==> src/rtl/pipe_hazard_ctrl_pkg.sv <==
// Shared types and helpers for the pipeline hazard/flow-control unit.
// Holds the tracker stage-entry layout, the forwarding-select width helper
// and the forwarding-select encoding for "read from register file".
package risc_pipe_pkg;

   // Forwarding select value meaning "operand comes from the register file".
   localparam int FWD_RF = 0;

   // Widest register address the tracker entry can hold. Narrower register
   // files are zero-extended into this field so one struct type serves all
   // parameterisations of the unit.
   localparam int MAX_REG_AW = 8;

   // One in-flight instruction as seen by the hazard logic.
   typedef struct packed {
      logic                  valid;
      logic [MAX_REG_AW-1:0] dst;
      logic                  wr;
      logic                  load;
      logic                  halt;
   } stage_entry_t;

   // Width of one forwarding select: must encode 0 (register file) and
   // every stage number 1..ex_stages.
   function automatic int fwd_width(input int ex_stages);
      return (ex_stages < 1) ? 1 : $clog2(ex_stages + 1);
   endfunction

endpackage

==> src/rtl/pipe_hazard_ctrl_if.sv <==
// Decode-side bundle between the decode stage and the hazard unit.
// master = decode stage / driver, slave = hazard controller.
interface pipe_hazard_ctrl_if
   import risc_pipe_pkg::*;
#(
   parameter int REG_AW    = 5,
   parameter int NUM_RD    = 2,
   parameter int EX_STAGES = 2
);

   localparam int FW = fwd_width(EX_STAGES);

   logic                     en;
   logic                     id_valid;
   logic [NUM_RD*REG_AW-1:0] id_src;
   logic [NUM_RD-1:0]        id_src_used;
   logic [REG_AW-1:0]        id_dst;
   logic                     id_wr;
   logic                     id_load;
   logic                     id_halt;
   logic                     br_taken;

   logic                     id_fire;
   logic                     id_stall;
   logic                     flush_if;
   logic                     flush_id;
   logic [NUM_RD*FW-1:0]     fwd_sel;
   logic                     halt;

   modport master (
      output en, id_valid, id_src, id_src_used, id_dst, id_wr, id_load,
             id_halt, br_taken,
      input  id_fire, id_stall, flush_if, flush_id, fwd_sel, halt
   );

   modport slave (
      input  en, id_valid, id_src, id_src_used, id_dst, id_wr, id_load,
             id_halt, br_taken,
      output id_fire, id_stall, flush_if, flush_id, fwd_sel, halt
   );

endinterface

==> src/rtl/pipe_hazard_ctrl_fwd_match.sv <==
// Priority match of one read port against the in-flight tracker.
// The youngest (lowest-numbered) stage writing the source register wins;
// a load in that stage that is still too close to produce its data makes
// the port not ready, which the top turns into a load-use stall.
module fwd_match
   import risc_pipe_pkg::*;
#(
   parameter int REG_AW    = 5,
   parameter int EX_STAGES = 2,
   parameter int LOAD_LAT  = 1,
   parameter int FW        = fwd_width(EX_STAGES)
)(
   input  logic                          [REG_AW-1:0] src,
   input  logic                                       used,
   input  stage_entry_t [EX_STAGES-1:0]               stages,
   output logic                          [FW-1:0]     sel,
   output logic                                       ready
);

   logic [MAX_REG_AW-1:0] src_ext;
   logic [EX_STAGES-1:0]  hit;
   logic [EX_STAGES-1:0]  unused_halt_bits;

   assign src_ext = MAX_REG_AW'(src);

   // Register 0 never creates a dependency, nor does an immediate operand.
   always_comb begin
      for (int k = 0; k < EX_STAGES; k++) begin
         hit[k] = used && (src != '0) && stages[k].valid && stages[k].wr &&
                  (stages[k].dst == src_ext);
      end
   end

   // The halt flag travels with the entry but plays no part in matching.
   always_comb begin
      for (int k = 0; k < EX_STAGES; k++) begin
         unused_halt_bits[k] = stages[k].halt;
      end
   end

   // Walk oldest to youngest so the youngest matching stage is the last
   // one written and therefore the one that decides sel/ready.
   always_comb begin
      sel   = FW'(FWD_RF);
      ready = 1'b1;
      for (int k = EX_STAGES - 1; k >= 0; k--) begin
         if (hit[k]) begin
            if (stages[k].load && ((k + 1) <= LOAD_LAT)) begin
               ready = 1'b0;
               sel   = FW'(FWD_RF);
            end else begin
               ready = 1'b1;
               sel   = FW'(k + 1);
            end
         end
      end
   end

endmodule

==> src/rtl/pipe_hazard_ctrl.sv <==
// Hazard and flow-control unit sitting beside decode.
// Tracks destinations of in-flight instructions, produces per-port
// forwarding selects, load-use stalls, branch flushes with an IF shadow,
// and a sticky halt after a run of retired halt instructions.
module pipe_hazard_ctrl
   import risc_pipe_pkg::*;
#(
   parameter int REG_AW    = 5,
   parameter int NUM_RD    = 2,
   parameter int EX_STAGES = 2,
   parameter int LOAD_LAT  = 1,
   parameter int IF_LAT    = 1,
   parameter int HALT_RUN  = 4
)(
   input  logic               clk,
   input  logic               rst,
   pipe_hazard_ctrl_if.slave  bus
);

   localparam int FW   = fwd_width(EX_STAGES);
   localparam int SHW  = $clog2(IF_LAT + 2);
   localparam int RUNW = $clog2(HALT_RUN + 2);

   localparam logic [SHW-1:0]  SHADOW_LOAD = SHW'(IF_LAT);
   localparam logic [RUNW-1:0] RUN_MAX     = RUNW'(HALT_RUN);

   stage_entry_t [EX_STAGES-1:0] stages_q;
   stage_entry_t                 new_entry;

   logic [SHW-1:0]       shadow_q;
   logic [RUNW-1:0]      run_q;
   logic [RUNW-1:0]      run_d;
   logic                 halt_q;

   logic [NUM_RD-1:0]    port_ready;
   logic [NUM_RD*FW-1:0] sel_bus;
   logic                 all_ready;
   logic                 issue_ok;
   logic                 fire;

   // One priority matcher per read port, all looking at the same tracker.
   generate
      for (genvar i = 0; i < NUM_RD; i++) begin : g_port
         fwd_match #(
            .REG_AW    (REG_AW),
            .EX_STAGES (EX_STAGES),
            .LOAD_LAT  (LOAD_LAT),
            .FW        (FW)
         ) u_match (
            .src    (bus.id_src[i*REG_AW +: REG_AW]),
            .used   (bus.id_src_used[i]),
            .stages (stages_q),
            .sel    (sel_bus[i*FW +: FW]),
            .ready  (port_ready[i])
         );
      end
   endgenerate

   // A taken branch or a halted core blocks issue; a branch therefore wins
   // over a load-use stall and lets a bubble into stage 1.
   assign all_ready = &port_ready;
   assign issue_ok  = bus.en & bus.id_valid & ~halt_q & ~bus.br_taken;
   assign fire      = issue_ok & all_ready;

   assign bus.id_fire  = fire;
   assign bus.id_stall = issue_ok & ~all_ready;
   assign bus.flush_id = bus.en & bus.br_taken;
   assign bus.flush_if = bus.en & (bus.br_taken | (shadow_q != '0));
   assign bus.fwd_sel  = sel_bus;
   assign bus.halt     = halt_q;

   // Entry that enters stage 1: the decoded instruction when it fires,
   // otherwise an all-zero bubble.
   always_comb begin
      new_entry = '0;
      if (fire) begin
         new_entry.valid = 1'b1;
         new_entry.dst   = MAX_REG_AW'(bus.id_dst);
         new_entry.wr    = bus.id_wr;
         new_entry.load  = bus.id_load;
         new_entry.halt  = bus.id_halt;
      end
   end

   // Halt-run bookkeeping for the entry leaving the last stage: halts
   // extend the run (saturating), any other real instruction breaks it,
   // bubbles are ignored.
   always_comb begin
      run_d = run_q;
      if (stages_q[EX_STAGES-1].valid) begin
         if (!stages_q[EX_STAGES-1].halt) begin
            run_d = '0;
         end else if (run_q != RUN_MAX) begin
            run_d = run_q + 1'b1;
         end
      end
   end

   // In-flight tracker: shifts one stage per enabled cycle, the oldest
   // entry falls off the end (retires). Reset drops everything in flight.
   always_ff @(posedge clk or posedge rst) begin
      if (rst) begin
         stages_q <= '0;
      end else if (bus.en) begin
         stages_q[0] <= new_entry;
         for (int k = 1; k < EX_STAGES; k++) begin
            stages_q[k] <= stages_q[k-1];
         end
      end
   end

   // Fetch shadow: keeps flush_if asserted for IF_LAT enabled cycles after
   // the branch so instructions already in the fetch pipe are squashed.
   always_ff @(posedge clk or posedge rst) begin
      if (rst) begin
         shadow_q <= '0;
      end else if (bus.en) begin
         if (bus.br_taken) begin
            shadow_q <= SHADOW_LOAD;
         end else if (shadow_q != '0) begin
            shadow_q <= shadow_q - 1'b1;
         end
      end
   end

   // Halt-run counter and the sticky halt flag it sets.
   always_ff @(posedge clk or posedge rst) begin
      if (rst) begin
         run_q  <= '0;
         halt_q <= 1'b0;
      end else if (bus.en) begin
         run_q <= run_d;
         if (run_d == RUN_MAX) begin
            halt_q <= 1'b1;
         end
      end
   end

endmodule

==> src/flat_wrapper.sv <==
// flat-port wrapper written by rule: the top's interface ports become plain ports
module pipe_hazard_ctrl_flat import risc_pipe_pkg::*;
#(
   parameter int REG_AW    = 5,
   parameter int NUM_RD    = 2,
   parameter int EX_STAGES = 2,
   parameter int LOAD_LAT  = 1,
   parameter int IF_LAT    = 1,
   parameter int HALT_RUN  = 4
)
  (clk, rst, bus_en, bus_id_valid, bus_id_src, bus_id_src_used, bus_id_dst, bus_id_wr, bus_id_load, bus_id_halt, bus_br_taken, bus_id_fire, bus_id_stall, bus_flush_if, bus_flush_id, bus_fwd_sel, bus_halt);
  pipe_hazard_ctrl_if #(.REG_AW(REG_AW), .NUM_RD(NUM_RD), .EX_STAGES(EX_STAGES)) bus_i ();
  input  logic clk;
  input  logic rst;
  input wire logic [$bits(bus_i.en)-1:0] bus_en;
  input wire logic [$bits(bus_i.id_valid)-1:0] bus_id_valid;
  input wire logic [$bits(bus_i.id_src)-1:0] bus_id_src;
  input wire logic [$bits(bus_i.id_src_used)-1:0] bus_id_src_used;
  input wire logic [$bits(bus_i.id_dst)-1:0] bus_id_dst;
  input wire logic [$bits(bus_i.id_wr)-1:0] bus_id_wr;
  input wire logic [$bits(bus_i.id_load)-1:0] bus_id_load;
  input wire logic [$bits(bus_i.id_halt)-1:0] bus_id_halt;
  input wire logic [$bits(bus_i.br_taken)-1:0] bus_br_taken;
  output wire logic [$bits(bus_i.id_fire)-1:0] bus_id_fire;
  output wire logic [$bits(bus_i.id_stall)-1:0] bus_id_stall;
  output wire logic [$bits(bus_i.flush_if)-1:0] bus_flush_if;
  output wire logic [$bits(bus_i.flush_id)-1:0] bus_flush_id;
  output wire logic [$bits(bus_i.fwd_sel)-1:0] bus_fwd_sel;
  output wire logic [$bits(bus_i.halt)-1:0] bus_halt;
  assign bus_i.en = bus_en;
  assign bus_i.id_valid = bus_id_valid;
  assign bus_i.id_src = bus_id_src;
  assign bus_i.id_src_used = bus_id_src_used;
  assign bus_i.id_dst = bus_id_dst;
  assign bus_i.id_wr = bus_id_wr;
  assign bus_i.id_load = bus_id_load;
  assign bus_i.id_halt = bus_id_halt;
  assign bus_i.br_taken = bus_br_taken;
  assign bus_id_fire = bus_i.id_fire;
  assign bus_id_stall = bus_i.id_stall;
  assign bus_flush_if = bus_i.flush_if;
  assign bus_flush_id = bus_i.flush_id;
  assign bus_fwd_sel = bus_i.fwd_sel;
  assign bus_halt = bus_i.halt;
  pipe_hazard_ctrl #(.REG_AW(REG_AW), .NUM_RD(NUM_RD), .EX_STAGES(EX_STAGES), .LOAD_LAT(LOAD_LAT), .IF_LAT(IF_LAT), .HALT_RUN(HALT_RUN)) u_core (.clk(clk), .rst(rst), .bus(bus_i));
endmodule
==> config.mk <==
export PLATFORM = sky130hd
export DESIGN_NAME = pipe_hazard_ctrl_flat
export DESIGN_NICKNAME = d
export VERILOG_FILES = /design/src/rtl/pipe_hazard_ctrl_pkg.sv /design/src/rtl/pipe_hazard_ctrl_if.sv /design/src/rtl/pipe_hazard_ctrl_fwd_match.sv /design/src/rtl/pipe_hazard_ctrl.sv /design/src/flat_wrapper.sv
export SDC_FILE = /design/constraint.sdc
export NUM_CORES = 1
export LEC_CHECK = 0
export ABC_AREA = 1
export BUFFER_PORTS_ARGS = -buffer_cell sky130_fd_sc_hd__buf_2
export CAP_MARGIN = 20
export CORE_MARGIN = 10
export CORE_UTILIZATION = 45
export CTS_BUF_LIST = sky130_fd_sc_hd__clkbuf_4 sky130_fd_sc_hd__clkbuf_8
export DETAILED_ROUTE_END_ITERATION = 6
export PLACE_DENSITY_LB_ADDON = 0.1
export SKIP_CTS_REPAIR_TIMING = 1
export SYNTH_ARGS = -nofsm -noshare
export SYNTH_HDL_FRONTEND = slang
export SYNTH_SLANG_ARGS = --single-unit
==> constraint.sdc <==
create_clock -name clk -period 1.3 [get_ports clk]
set_input_delay 0.065 -clock clk [delete_from_list [all_inputs] [get_ports clk]]
set_output_delay 0.065 -clock clk [all_outputs]
set_load 0.01 [all_outputs]
# Yosys cells after proc, flatten, opt, wreduce, memory -nomap -nowiden
# Index checks and enable logic that the tools add are counted.
# totals
elab_cells	66
regBits	29
# op_classes
bitwise_logic	11
n_mux	14
addsub	2
n_reduce_logical	21
eq_ne	6
# ops
cell	n
$eq A8 B5 Y1	4
$logic_and A1 B1 Y1	14
$mux W12	1
$mux W2	6
$reduce_bool A5 Y1	2
$mux W3	3
$and A1 B1 Y1	7
$reduce_and A2 Y1	3
$mux W1	4
$reduce_bool A2 Y1	2
$add A3 B1 Y3 const B	1
$eq A3 B3 Y1 const B	1
$ne A3 B3 Y1 const B	1
$not A1 Y1	3
$sub A2 B1 Y2 const B	1
$or A1 B1 Y1	1

# Logic depth before layout (Yosys ltp)
# depth
word_depth	9
mapped_depth	9

# By module
# Synthesis repeated with hierarchy kept, for this count alone.
# unflattened
cells_unflattened	263
hier_area_um2	1710.4
# modules_own_cells
module	instances	area_per_inst_um2	cells_per_inst
pipe_hazard_ctrl	1	1097.3	127
fwd_match	2	306.5	68

# Worst setup path after synthesis
# Ideal clock, no wire load.
# synth_path
path_kind	register -> register
from	reg u_core.run_q[0]
to	reg u_core.halt_q (netlist: u_core.bus.halt)
arrival_ns	1.148
setup_time_ns	0.117
setup_slack_ns	0.035
required_ns	1.183
period_less_slack_ns	1.265
path_stages_with_launch	9
path_cell_list	dfrtp_1 inv_1 ha_1 a21oi_1 inv_1 nor2_1 o21ai_0 nand3_1 nand2_1
# synth_via
elab_chain_cells	6
# synth_rtl
item	line	source
from (decl)	pipe_hazard_ctrl.sv:31	logic [RUNW-1:0] run_q;
from (signal assigned)	pipe_hazard_ctrl.sv:132	run_q <= run_d;
$add A3 B1 Y3 / $ne A3 B3 Y1 (equally long branches)	pipe_hazard_ctrl.sv:94, pipe_hazard_ctrl.sv:93	
$mux W3	pipe_hazard_ctrl.sv:93	end else if (run_q != RUN_MAX) begin
$mux W3	pipe_hazard_ctrl.sv:91	if (!stages_q[EX_STAGES-1].halt) begin
$mux W3 (*)	pipe_hazard_ctrl.sv:90	if (stages_q[EX_STAGES-1].valid) begin
$eq A3 B3 Y1 (*)	pipe_hazard_ctrl.sv:133	if (run_d == RUN_MAX) begin
$reduce_and A2 Y1 (no line) (*)	--	
to (signal assigned)	pipe_hazard_ctrl.sv:130	halt_q <= 1'b0;
to (signal assigned)	pipe_hazard_ctrl.sv:134	halt_q <= 1'b1;
to (decl)	pipe_hazard_ctrl.sv:33	logic halt_q;
# Mark *: on every way between the ends. The rest lies on a longest branch, timed or not.
# A chain may end at the register's enable or synchronous reset.

# Worst setup path after layout
# layout_path
from	reg u_core.stages_q[7] in the netlist's numbering
to	out bus_fwd_sel[0]
# layout_via
elab_chain_cells	3
# layout_rtl
item	line	source
from (decl)	pipe_hazard_ctrl.sv:27	stage_entry_t [EX_STAGES-1:0] stages_q;
from (signal, indexed assignment)	pipe_hazard_ctrl.sv:107	stages_q[k] <= stages_q[k-1];
$eq A8 B5 Y1	pipe_hazard_ctrl_fwd_match.sv:30	(stages[k].dst == src_ext);
$logic_and A1 B1 Y1	pipe_hazard_ctrl_fwd_match.sv:29	hit[k] = used && (src != '0) && stages[k].valid && stages[k].wr &&
$mux W2	pipe_hazard_ctrl_fwd_match.sv:47	if (hit[k]) begin
to (decl)	flat_wrapper.sv:28	output wire logic [$bits(bus_i.fwd_sel)-1:0] bus_fwd_sel;
# No other way between the ends.

==> metrics <==
internal cell power 1.114 mW; RSZ-0062 raised after global routing true; CP Data Arrival Time 1.65 ns; leakage power of the design 1.061 nW; insertion delay to the later sink of the worst-skew pair 0.33 ns; switching power share of the total 32.39%; number of antenna violations at the first check in global routing 0; drt total wl 4.121 mm; power per unit of standard cell area 797.1 mW/mm²; 1st-iter DRT viols 123; Worst Setup Start Kind flop; layout overhead on the synthesized area 38.82%; global-route wire length before repair 6.389 mm; sequential-to-total area share from yosys stat 38.66%; pin count of the biggest net entering global routing 24; share of synthesized cell area in full adder, half adder and majority cells 2.521%; fraction of layout instances using a drive strength above 1 34.69%; die width 77.52 µm; Seq cells post-synth 23; Avg Synthesized Cell Area 7.158 µm²; cell class contributing the biggest share of worst-path delay simple AND/OR/NAND/NOR gates; Hold Slack -0.03652 ns; clock transition time at the flip-flop clock pins of the worst setup and hold paths 0.14 ns; simple-gate share of the synthesized area 35.21%; TritonCTS clock tree done; portion of total power attributed to sequential cells 48.3%; Clock Root Buffer sky130_fd_sc_hd__clkbuf_4; NetSw 0.5337 mW; CP Buf/Inv Count 2; via count 1529; standard-cell rows 20; Post-Place Setup Slack -0.09833 ns; Initial Util 47.98%; Post-DRT Antenna Nets 0; Buffers on Ports 33; area enclosed by the die boundary 0.006009 mm²; slew at the pin with the worst max-slew slack 0.3293 ns; # nets final 300; buffer levels on the longest clock path 2; H-tree lvl count 1; GRT overflow 0; vias per std cell 4.854; half-perimeter wire length of the detailed placement result 3.097 mm; global placement routability congestion 0.9012; failing checks hold timing, setup timing; worst setup slack after layout -0.4159 ns; crit-path most repeated cell sky130_fd_sc_hd__nand2_1; run status finished, violations left; Gate power share 29.6%; clock buffer count from CTS 3; post-synthesis cell type count 25; Worst path slowest cell sky130_fd_sc_hd__dfrtp_2; net count after synthesis 236; class of the tightest hold or removal check primary input to flop; area of the core 0.003103 mm²; clk_skew 0.006618 ns; combinational family with the most area after synthesis simple AND/OR/NAND/NOR gates; highest ir drop seen on vdd 0.0006214 V; number of global-route vias before repair 1386; classification of the worst setup path flop to primary output; post-route DRC violation count 0; CP Data Required Time 1.24 ns; TritonCTS Sinks 23; number of maximum-capacitance violations 0; final worst path period need 1.716 ns; Max Clk Rate 582.8 MHz; drt first pass iters 4; CP cell instances inv_1, nand2_1, nand2_1, nand2_1, nor2_4, nand3_1, nor2_1, buf_2; share of synthesized area spent on multiplexers 0%; normalized max-slew margin 78.05%; aggregate global-route resource usage 12.84%; Critical Path Sink Type primary output; share of the synthesized area in compound gates (AO/OA/AOI/OAI) 9.664%; final-report setup violation count 12; post-DR wirelength/cell 13.08 µm; Gate Count Post-Synth 208; final hold violation count 2; xor-xnor portion of the synthesized cell area 5.294%; ports placed on the boundary 34; share of total power in the clock network 22.1%; Yosys warning total 0; final worst path period share 132.0%; Post-Syn Area 0.001489 mm²; die outline height 77.52 µm; antenna cells 0; delay contributed by the slowest stage of the critical path 0.47 ns; crit path max fanout 4; Max Transition Viols Final 0
## flip-flops by register name, indices dropped and copies added, names as in the netlist
signal           cells
u_core.bus.halt      1
u_core.stages_q     17
u_core.run_q         3
u_core.shadow_q      2
## tightest hold or removal path: stages
cell                      delay (ns)
sky130_fd_sc_hd__buf_2          0.09
sky130_fd_sc_hd__nand4_1        0.08
sky130_fd_sc_hd__nand2_1        0.04
## final cells by class
| cell class | count | area, µm² |
|---|---|---|
| fillers | 296 | 1036 |
| clock buffers | 3 | 22.52 |
| repair buffers | 62 | 404.1 |
| multi-input cells | 151 | 883.3 |
| inverters | 31 | 116.4 |
| clock inverters | 1 | 7.507 |
| well taps | 44 | 55.05 |
| flip-flops and latches | 23 | 578.1 |
## per-stage QoR
| step | instance area [µm²] | total power [mW] | util [%] | instances | TNS [ns] |
|---|---|---|---|---|---|
| after detailed placement | 1802 | 1.136 | 58.06 | 296 | -0.5354 |
| after CTS | 1832 | 1.492 | 59.03 | 300 | -2.970 |
| after floorplan | 1489 | 1.010 | - | 208 | 0 |
| after global placement | 1802 | 1.131 | 58.06 | 296 | -0.2516 |
| after global routing | 2067 | 1.767 | 66.61 | 315 | -4.731 |
| final | 2067 | 1.648 | 66.61 | 315 | -3.162 |
## metal layers
| metal | wire (µm) | global-route usage (%) | vias up | share of wire [%] |
|---|---|---|---|---|
| li1 | - | - | 790 | - |
| met1 | 2017 | 18.32 | 690 | 49 |
| met2 | 1774 | 17.39 | 41 | 43 |
| met3 | 255 | 3.341 | 8 | 6.2 |
| met4 | 74 | 5.839 | 0 | 1.8 |
| met5 | 0 | 0 | - | 0 |
## cells by family (layout without fill, tap and decap cells)
logic type | count (synthesis) | after routing
AND/OR/NAND/NOR | 113 | 113
flip-flops | 23 | 23
adder cells (fa/ha/maj) | 3 | 3
buffers and inverters | 34 | 97
AO/OA/AOI/OAI | 26 | 26
XOR/XNOR | 9 | 9
## synth_stat cells, drive strengths merged
master | n | area (µm²)
clkbuf | 2 | 7.510
nand2 | 66 | 257.7
dfrtp | 23 | 575.6
xnor2 | 8 | 70.07
a21o | 1 | 7.510
o211ai | 2 | 15.01
nand3 | 11 | 67.57
nor2 | 22 | 95.09
ha | 3 | 37.54
nor4 | 1 | 6.260
a21oi | 5 | 28.78
a211oi | 1 | 7.510
nand4 | 12 | 90.09
nor3b | 1 | 7.510
o21ai | 17 | 85.08
xor2 | 1 | 8.760
buf | 1 | 5.000
inv | 31 | 116.4
## worst paths after layout
| kind | from | endpoint | slack, ns | cells after the start |
|---|---|---|---|---|
| max | u_core.stages_q[7]$_DFFE_PP0P_ | bus_fwd_sel[0] | -0.42 | 8 |
| min reg2reg | u_core.bus.halt$_DFFE_PP0P_ | u_core.bus.halt$_DFFE_PP0P_ | 0.50 | 2 |
| min | bus_id_dst[3] | u_core.stages_q[6]$_DFFE_PP0P_ | -0.04 | 3 |
| min in group asynchronous | rst | u_core.stages_q[6]$_DFFE_PP0P_ | 0.28 | 4 |
| max in group asynchronous | rst | u_core.stages_q[7]$_DFFE_PP0P_ | 0.78 | 4 |
| max reg2reg | u_core.stages_q[7]$_DFFE_PP0P_ | u_core.stages_q[7]$_DFFE_PP0P_ | -0.24 | 10 |
## cell usage in the layout (no fill, tap or decap)
cell type,n
sky130_fd_sc_hd__xnor2_2,3
sky130_fd_sc_hd__clkinvlp_4,1
sky130_fd_sc_hd__nand2_2,5
sky130_fd_sc_hd__dfrtp_2,2
sky130_fd_sc_hd__dlygate4sd3_1,7
sky130_fd_sc_hd__nor2_4,2
sky130_fd_sc_hd__nand4_4,1
sky130_fd_sc_hd__buf_2,33
sky130_fd_sc_hd__inv_1,22
sky130_fd_sc_hd__a211oi_2,1
sky130_fd_sc_hd__o21ai_0,11
sky130_fd_sc_hd__nand3_1,10
sky130_fd_sc_hd__nor4_2,1
sky130_fd_sc_hd__ha_1,1
sky130_fd_sc_hd__nor3b_2,1
sky130_fd_sc_hd__o211ai_1,2
sky130_fd_sc_hd__a21oi_2,1
sky130_fd_sc_hd__nor2_2,3
sky130_fd_sc_hd__nand2_1,61
sky130_fd_sc_hd__nor2_1,17
sky130_fd_sc_hd__clkbuf_4,3
sky130_fd_sc_hd__o21ai_2,1
sky130_fd_sc_hd__xor2_2,1
sky130_fd_sc_hd__buf_4,21
sky130_fd_sc_hd__nand3_4,1
sky130_fd_sc_hd__a21oi_4,1
sky130_fd_sc_hd__xnor2_1,5
sky130_fd_sc_hd__o21ai_1,5
sky130_fd_sc_hd__dfrtp_1,21
sky130_fd_sc_hd__inv_2,9
sky130_fd_sc_hd__ha_4,2
sky130_fd_sc_hd__a21o_1,1
sky130_fd_sc_hd__a21oi_1,3
sky130_fd_sc_hd__buf_6,1
sky130_fd_sc_hd__nand4_1,11
## power by group through the flow
| stage | Combinational [mW] | Sequential, mW | Clock, mW |
|---|---|---|---|
| CTS | 0.339 | 0.785 | 0.368 |
| global route | 0.563 | 0.805 | 0.400 |
| global placement | 0.334 | 0.797 | 0 |
| detailed placement | 0.337 | 0.800 | 0 |
| floorplan | 0.216 | 0.794 | 0 |
| finish | 0.488 | 0.796 | 0.364 |
Power figures use the tool's default switching activity.
